`src/rtl/sec_pow_pkg.sv`:
```
// Shared definitions for the signed power unit: FSM state encodings and
// saturation / range-check helpers used by the multiplier.
package sec_pow_pkg;

    localparam logic [1:0] ST_IDLE = 2'd0;
    localparam logic [1:0] ST_CALC = 2'd1;
    localparam logic [1:0] ST_DONE = 2'd2;

    function automatic logic signed [63:0] sat_max(input int out_w);
        return (64'sd1 <<< (out_w - 1)) - 64'sd1;
    endfunction

    function automatic logic signed [63:0] sat_min(input int out_w);
        return -(64'sd1 <<< (out_w - 1));
    endfunction

    // A product fits in out_w bits when every bit from out_w-1 upward is a copy of the sign.
    function automatic logic fits_out(input logic signed [63:0] p, input int out_w);
        logic signed [63:0] hi;
        hi = p >>> (out_w - 1);
        return (hi == 64'sd0) || (hi == -64'sd1);
    endfunction

endpackage

```
`src/rtl/pow_sat_mul.sv`:
```
// Combinational signed OUT_W x W multiply, saturated back to OUT_W bits,
// with a flag raised whenever the true product was clipped.
module pow_sat_mul
    import sec_pow_pkg::*;
#(
    parameter int W     = 4,
    parameter int OUT_W = 12
) (
    input  logic [OUT_W-1:0] acc,
    input  logic [W-1:0]     a,
    output logic [OUT_W-1:0] prod,
    output logic             ovf
);

    logic signed [OUT_W+W-1:0] acc_x;
    logic signed [OUT_W+W-1:0] a_x;
    logic signed [OUT_W+W-1:0] p;
    logic signed [63:0]        p_ext;
    logic                      fit;

    always_comb begin
        acc_x = (OUT_W+W)'($signed(acc));
        a_x   = (OUT_W+W)'($signed(a));
        p     = acc_x * a_x;
        p_ext = 64'(p);
        fit   = fits_out(p_ext, OUT_W);
        if (fit) begin
            prod = p[OUT_W-1:0];
            ovf  = 1'b0;
        end else begin
            prod = p[OUT_W+W-1] ? OUT_W'(sat_min(OUT_W)) : OUT_W'(sat_max(OUT_W));
            ovf  = 1'b1;
        end
    end

endmodule

```
`src/rtl/sec_pow_unit.sv`:
```
// Multi-cycle signed power unit: result = a^exp by repeated saturating
// multiplication through one shared multiplier, with a sticky overflow flag.
module sec_pow_unit
    import sec_pow_pkg::*;
#(
    parameter int W     = 4,
    parameter int EXP_W = 3,
    parameter int OUT_W = 12
) (
    input  logic             clk,
    input  logic             rst_n,
    input  logic             start,
    input  logic [W-1:0]     a,
    input  logic [EXP_W-1:0] exp,
    output logic             busy,
    output logic             done,
    output logic [OUT_W-1:0] result,
    output logic             ovf
);

    logic [1:0]       state_q,   state_d;
    logic [W-1:0]     a_q,       a_d;
    logic [EXP_W-1:0] cnt_q,     cnt_d;
    logic [OUT_W-1:0] acc_q,     acc_d;
    logic             ovf_acc_q, ovf_acc_d;
    logic [OUT_W-1:0] result_q,  result_d;
    logic             ovf_q,     ovf_d;

    logic [OUT_W-1:0] mul_prod;
    logic             mul_ovf;

    pow_sat_mul #(
        .W     (W),
        .OUT_W (OUT_W)
    ) u_mul (
        .acc  (acc_q),
        .a    (a_q),
        .prod (mul_prod),
        .ovf  (mul_ovf)
    );

    always_comb begin
        state_d   = state_q;
        a_d       = a_q;
        cnt_d     = cnt_q;
        acc_d     = acc_q;
        ovf_acc_d = ovf_acc_q;
        result_d  = result_q;
        ovf_d     = ovf_q;
        case (state_q)
            ST_IDLE: begin
                if (start) begin
                    a_d       = a;
                    cnt_d     = exp;
                    acc_d     = OUT_W'(1);
                    ovf_acc_d = 1'b0;
                    state_d   = ST_CALC;
                end
            end
            ST_CALC: begin
                if (cnt_q == '0) begin
                    result_d = acc_q;
                    ovf_d    = ovf_acc_q;
                    state_d  = ST_DONE;
                end else begin
                    acc_d     = mul_prod;
                    ovf_acc_d = ovf_acc_q | mul_ovf;
                    cnt_d     = cnt_q - EXP_W'(1);
                    // Last multiply: publish straight from the multiplier so results land on the DONE edge.
                    if (cnt_q == EXP_W'(1)) begin
                        result_d = mul_prod;
                        ovf_d    = ovf_acc_q | mul_ovf;
                        state_d  = ST_DONE;
                    end
                end
            end
            ST_DONE: begin
                state_d = ST_IDLE;
            end
            default: begin
                state_d = ST_IDLE;
            end
        endcase
    end

    always_ff @(posedge clk or negedge rst_n) begin
        if (!rst_n) begin
            state_q   <= ST_IDLE;
            a_q       <= '0;
            cnt_q     <= '0;
            acc_q     <= '0;
            ovf_acc_q <= 1'b0;
            result_q  <= '0;
            ovf_q     <= 1'b0;
        end else begin
            state_q   <= state_d;
            a_q       <= a_d;
            cnt_q     <= cnt_d;
            acc_q     <= acc_d;
            ovf_acc_q <= ovf_acc_d;
            result_q  <= result_d;
            ovf_q     <= ovf_d;
        end
    end

    assign busy   = (state_q != ST_IDLE);
    assign done   = (state_q == ST_DONE);
    assign result = result_q;
    assign ovf    = ovf_q;

endmodule

```
`config.mk`:
```
export PLATFORM = sky130hd
export DESIGN_NAME = sec_pow_unit
export DESIGN_NICKNAME = d
export VERILOG_FILES = /design/src/rtl/sec_pow_pkg.sv /design/src/rtl/pow_sat_mul.sv /design/src/rtl/sec_pow_unit.sv
export SDC_FILE = /design/constraint.sdc
export NUM_CORES = 1
export LEC_CHECK = 0
export ABC_CLOCK_PERIOD_IN_PS = 5900
export CAP_MARGIN = 20
export CORE_AREA = 5 5 64 123
export CTS_CLUSTER_SIZE = 8
export DETAILED_ROUTE_END_ITERATION = 16
export DIE_AREA = 0 0 69 128
export PLACE_DENSITY = 0.68
export SYNTH_ARGS = -nofsm -noshare
export SYNTH_HDL_FRONTEND = slang
export SYNTH_SLANG_ARGS = --single-unit
```
`constraint.sdc`:
```
create_clock -name clk -period 5.9 [get_ports clk]
set_clock_uncertainty 0.05 [all_clocks]
set_input_delay 1.475 -clock clk [delete_from_list [all_inputs] [get_ports clk]]
set_output_delay 1.475 -clock clk [all_outputs]
set_load 0.05 [all_outputs]
```
==> Implementation_results.wiki <==
{| class="wikitable"
! Metric !! Value
|-
| Antenna violation net count after detailed routing || 0
|-
| Reg-to-reg startpoint || a_q[3]
|-
| Minimum clock period || 4.878 ns
|-
| Total negative slack for setup checks || 0 ns
|-
| Pre-antenna DRT Iters || 4
|-
| Clock buffer count from CTS || 5
|-
| Distinct cell type count after synthesis || 43
|-
| Clock slew at the register clock pins of the worst setup and hold paths || approximately 0.050 ns
|-
| Worst-margin pin slew || between 0.8 and 0.9 ns
|-
| GPL Wtd Cong || 0.7873
|-
| Number of nets in the synthesized netlist || ~420
|-
| Post-detailed-route DRC marker count || 0
|-
| Count of boundary I/O pins || 25
|-
| Detailed-route via count || approximately 2.6k
|-
| Clock root buffer || sky130_fd_sc_hd__clkbuf_16
|-
| Endpoint required time on the critical path || 6.02 ns
|-
| Launch point of the critical path || a_q[3]
|-
| Period Utilization, post-route || 0.8267
|-
| Async set-or-reset flop fraction in the synthesized netlist || 1.000
|-
| Setup repair after global routing missed its margin || no
|-
| Number of buffers inserted to repair setup after CTS || 0
|-
| Critical Path Source Type || register
|-
| Sequential element share of the synthesized area || 0.2656
|-
| Quantity of I/O buffers inserted on ports || 24
|-
| Crit. End Element || register
|-
| Number of nets in the finished design || 436
|-
| Starting utilization of the core area || 0.4789
|-
| Top achievable clock speed || 205.0 MHz
|-
| Die span in y || 128 microns
|-
| TritonCTS clock tree || built
|-
| R2r worst-path depth || 15
|-
| Hold path cells || 1
|-
| Critical path type || register to register
|-
| Gr usage total || 0.1868
|-
| Sinks on Clock Net || 35
|-
| Internal reg-to-reg setup slack || 1.02 ns
|-
| Number of buffers between clock root and the deepest sink || 2
|-
| Hold Vio Cnt, Final || 0
|-
| R2r endpoint || result[10]
|-
| Primary flip-flop cell chosen by synthesis mapping || sky130_fd_sc_hd__dfrtp_1
|-
| Hold path startpoint || cnt_q[1]
|-
| Setup violators final || 0
|-
| Max Transition Viols Final || 0
|-
| Diode count || 0
|-
| Status || finished clean
|-
| Most frequent cells in the layout || sky130_fd_sc_hd__and2_1 (35), sky130_fd_sc_hd__dfrtp_1 (35), sky130_fd_sc_hd__nor2_1 (34)
|-
| Depth of the CTS H-tree || 2
|-
| Data arrival time of the critical path || about 5.0 ns
|-
| Die width || 69 microns
|-
| Area of all placed cells without fillers || 3779 sq um
|-
| Synthesized area divided by synthesized cell count || about 9.4 sq um
|-
| Max cap viols || 0
|-
| Final routed wire length divided by cell count || about 16 microns
|-
| YS warnings || 0
|-
| Proportion of layout cells with a drive suffix above 1 || 0.04852
|-
| Worst-Skew Late Latency || 0.28 ns
|-
| Wire length of the first global-routing pass || approximately 13 mm
|-
| Destination of the worst hold path || cnt_q[1]
|-
| Peak fanout along the critical path || 14
|-
| Placed Instance Area || 3622 sq um
|-
| Row count || 43
|-
| Largest net degree at the start of global routing || 36
|-
| Min-Delay Path Class || register to register
|-
| GRT overflow || 0
|-
| Hold-fix buffers at CTS || 0
|-
| Post_cts resized || 0
|-
| Overall routed net length || 7.591 mm
|-
| Layout-stage area growth over the synthesis result || 14.57%
|-
| Per-cell via count in the routed design || 5.616
|-
| Number of antenna violations at the first check in global routing || 0
|-
| Post-synth EDFFs || 0
|-
| Number of global-route vias before repair || 2807
|-
| Slew HR || 0.4635
|-
| Flop and latch count out of synthesis || 35
|-
| Detailed placement HPWL || a little over 6 mm
|-
| Number of standard cells after synthesis || 350
|-
| Initial drt markers || 71
|-
| Mapped Area || 3298 sq um
|-
| Core outline area || 6887 sq um
|-
| Floorplan die area || 8832 sq um
|}
worst max path at each step:
stage | endpoint | slack, ns | depth (start not counted)
after floorplan | result[1] | 1.57 | 17
after global placement | result[5] | 1.16 | 16
after detailed placement | result[10] | 1.03 | 15
after CTS | result[10] | 1.01 | 15
after global routing | result[10] | 0.62 | 15
final | result[10] | 1.02 | 15
synthesized netlist by cell type (4+ instances only):
library cell	n	area, sq um
sky130_fd_sc_hd__a21o_1	7	52.55
sky130_fd_sc_hd__fa_1	25	500.5
sky130_fd_sc_hd__a221oi_1	10	87.58
sky130_fd_sc_hd__nor2_1	34	127.6
sky130_fd_sc_hd__nand3_1	5	25.02
sky130_fd_sc_hd__nand2_1	23	86.33
sky130_fd_sc_hd__ha_1	31	387.9
sky130_fd_sc_hd__xnor2_1	14	122.6
sky130_fd_sc_hd__o21ai_0	12	60.06
sky130_fd_sc_hd__clkbuf_1	11	41.29
sky130_fd_sc_hd__inv_1	13	48.80
sky130_fd_sc_hd__nor3_1	5	25.02
sky130_fd_sc_hd__a21oi_1	31	155.2
sky130_fd_sc_hd__and2_1	35	219.0
sky130_fd_sc_hd__nand2b_1	4	25.02
sky130_fd_sc_hd__dfrtp_1	35	875.8
sky130_fd_sc_hd__nor2b_1	15	93.84
sequential cells by signal (all words and copies together), names as in the netlist:
register   flops
state_q        2
result        12
a_q            4
cnt_q          3
acc_q         12
ovf            1
ovf_acc_q      1
worst max-delay path, stage by stage, from the launching register on:
cell and delay (ns):
sky130_fd_sc_hd__dfrtp_1 0.59, sky130_fd_sc_hd__nand2b_1 0.14, sky130_fd_sc_hd__fa_1 0.52, sky130_fd_sc_hd__fa_1 0.54, sky130_fd_sc_hd__inv_1 0.05, sky130_fd_sc_hd__fa_1 0.50, sky130_fd_sc_hd__ha_1 0.17, sky130_fd_sc_hd__inv_1 0.05
sky130_fd_sc_hd__fa_1 0.40, sky130_fd_sc_hd__nor2b_1 0.18, sky130_fd_sc_hd__o31a_1 0.18, sky130_fd_sc_hd__o221ai_1 0.23, sky130_fd_sc_hd__nor3_1 0.29, sky130_fd_sc_hd__o211a_1 0.35, sky130_fd_sc_hd__o21ai_0 0.19, sky130_fd_sc_hd__a221oi_1 0.33
cell families after synthesis:
| logic type | after synthesis | share of synthesized area |
|---|---|---|
| xor gates and xnor gates | 16 | 0.04249 |
| buffers and inverters | 27 | 0.03187 |
| AOI/OAI and AO/OA | 80 | 0.1654 |
| adders and majority gates | 56 | 0.2693 |
| DFF | 35 | 0.2656 |
| and+or+nand+nor | 133 | 0.2159 |
| muxes | 3 | 0.009484 |
routing by layer:
| layer | track usage | up-vias | wire [microns] |
|---|---|---|---|
| met5 | 0 | - | 0 |
| met4 | 0.07020 | 0 | 164 |
| met3 | 0.01805 | 13 | 122 |
| met2 | 0.3581 | 44 | 4429 |
| met1 | 0.2090 | 1272 | 2874 |
| li1 | - | 1260 | - |
final cells by class:
class | instances | area [sq um]
repair buffers | 27 | 262.8
flip-flops and latches | 35 | 875.8
well taps | 90 | 112.6
inverters | 13 | 48.80
fillers | 666 | 3108
multi-input cells | 288 | 2322
clock buffers | 8 | 156.4
stage by stage:
stage | util | cells | setup slack, ns | hold slack [ns]
finish | 0.5487 | 461 | 1.023 | 0.4685
global route | 0.5487 | 461 | 0.6246 | 0.4809
CTS | 0.5487 | 461 | 1.008 | 0.4642
detailed placement | 0.5260 | 453 | 1.034 | 0.4514
global placement | 0.5260 | 453 | 1.159 | 0.4127
floorplan | - | 350 | 1.569 | 0.3996
Power is left out: the tool's default activity adds up to more than one toggle a clock period on the data nets, which glitch-free logic cannot reach.
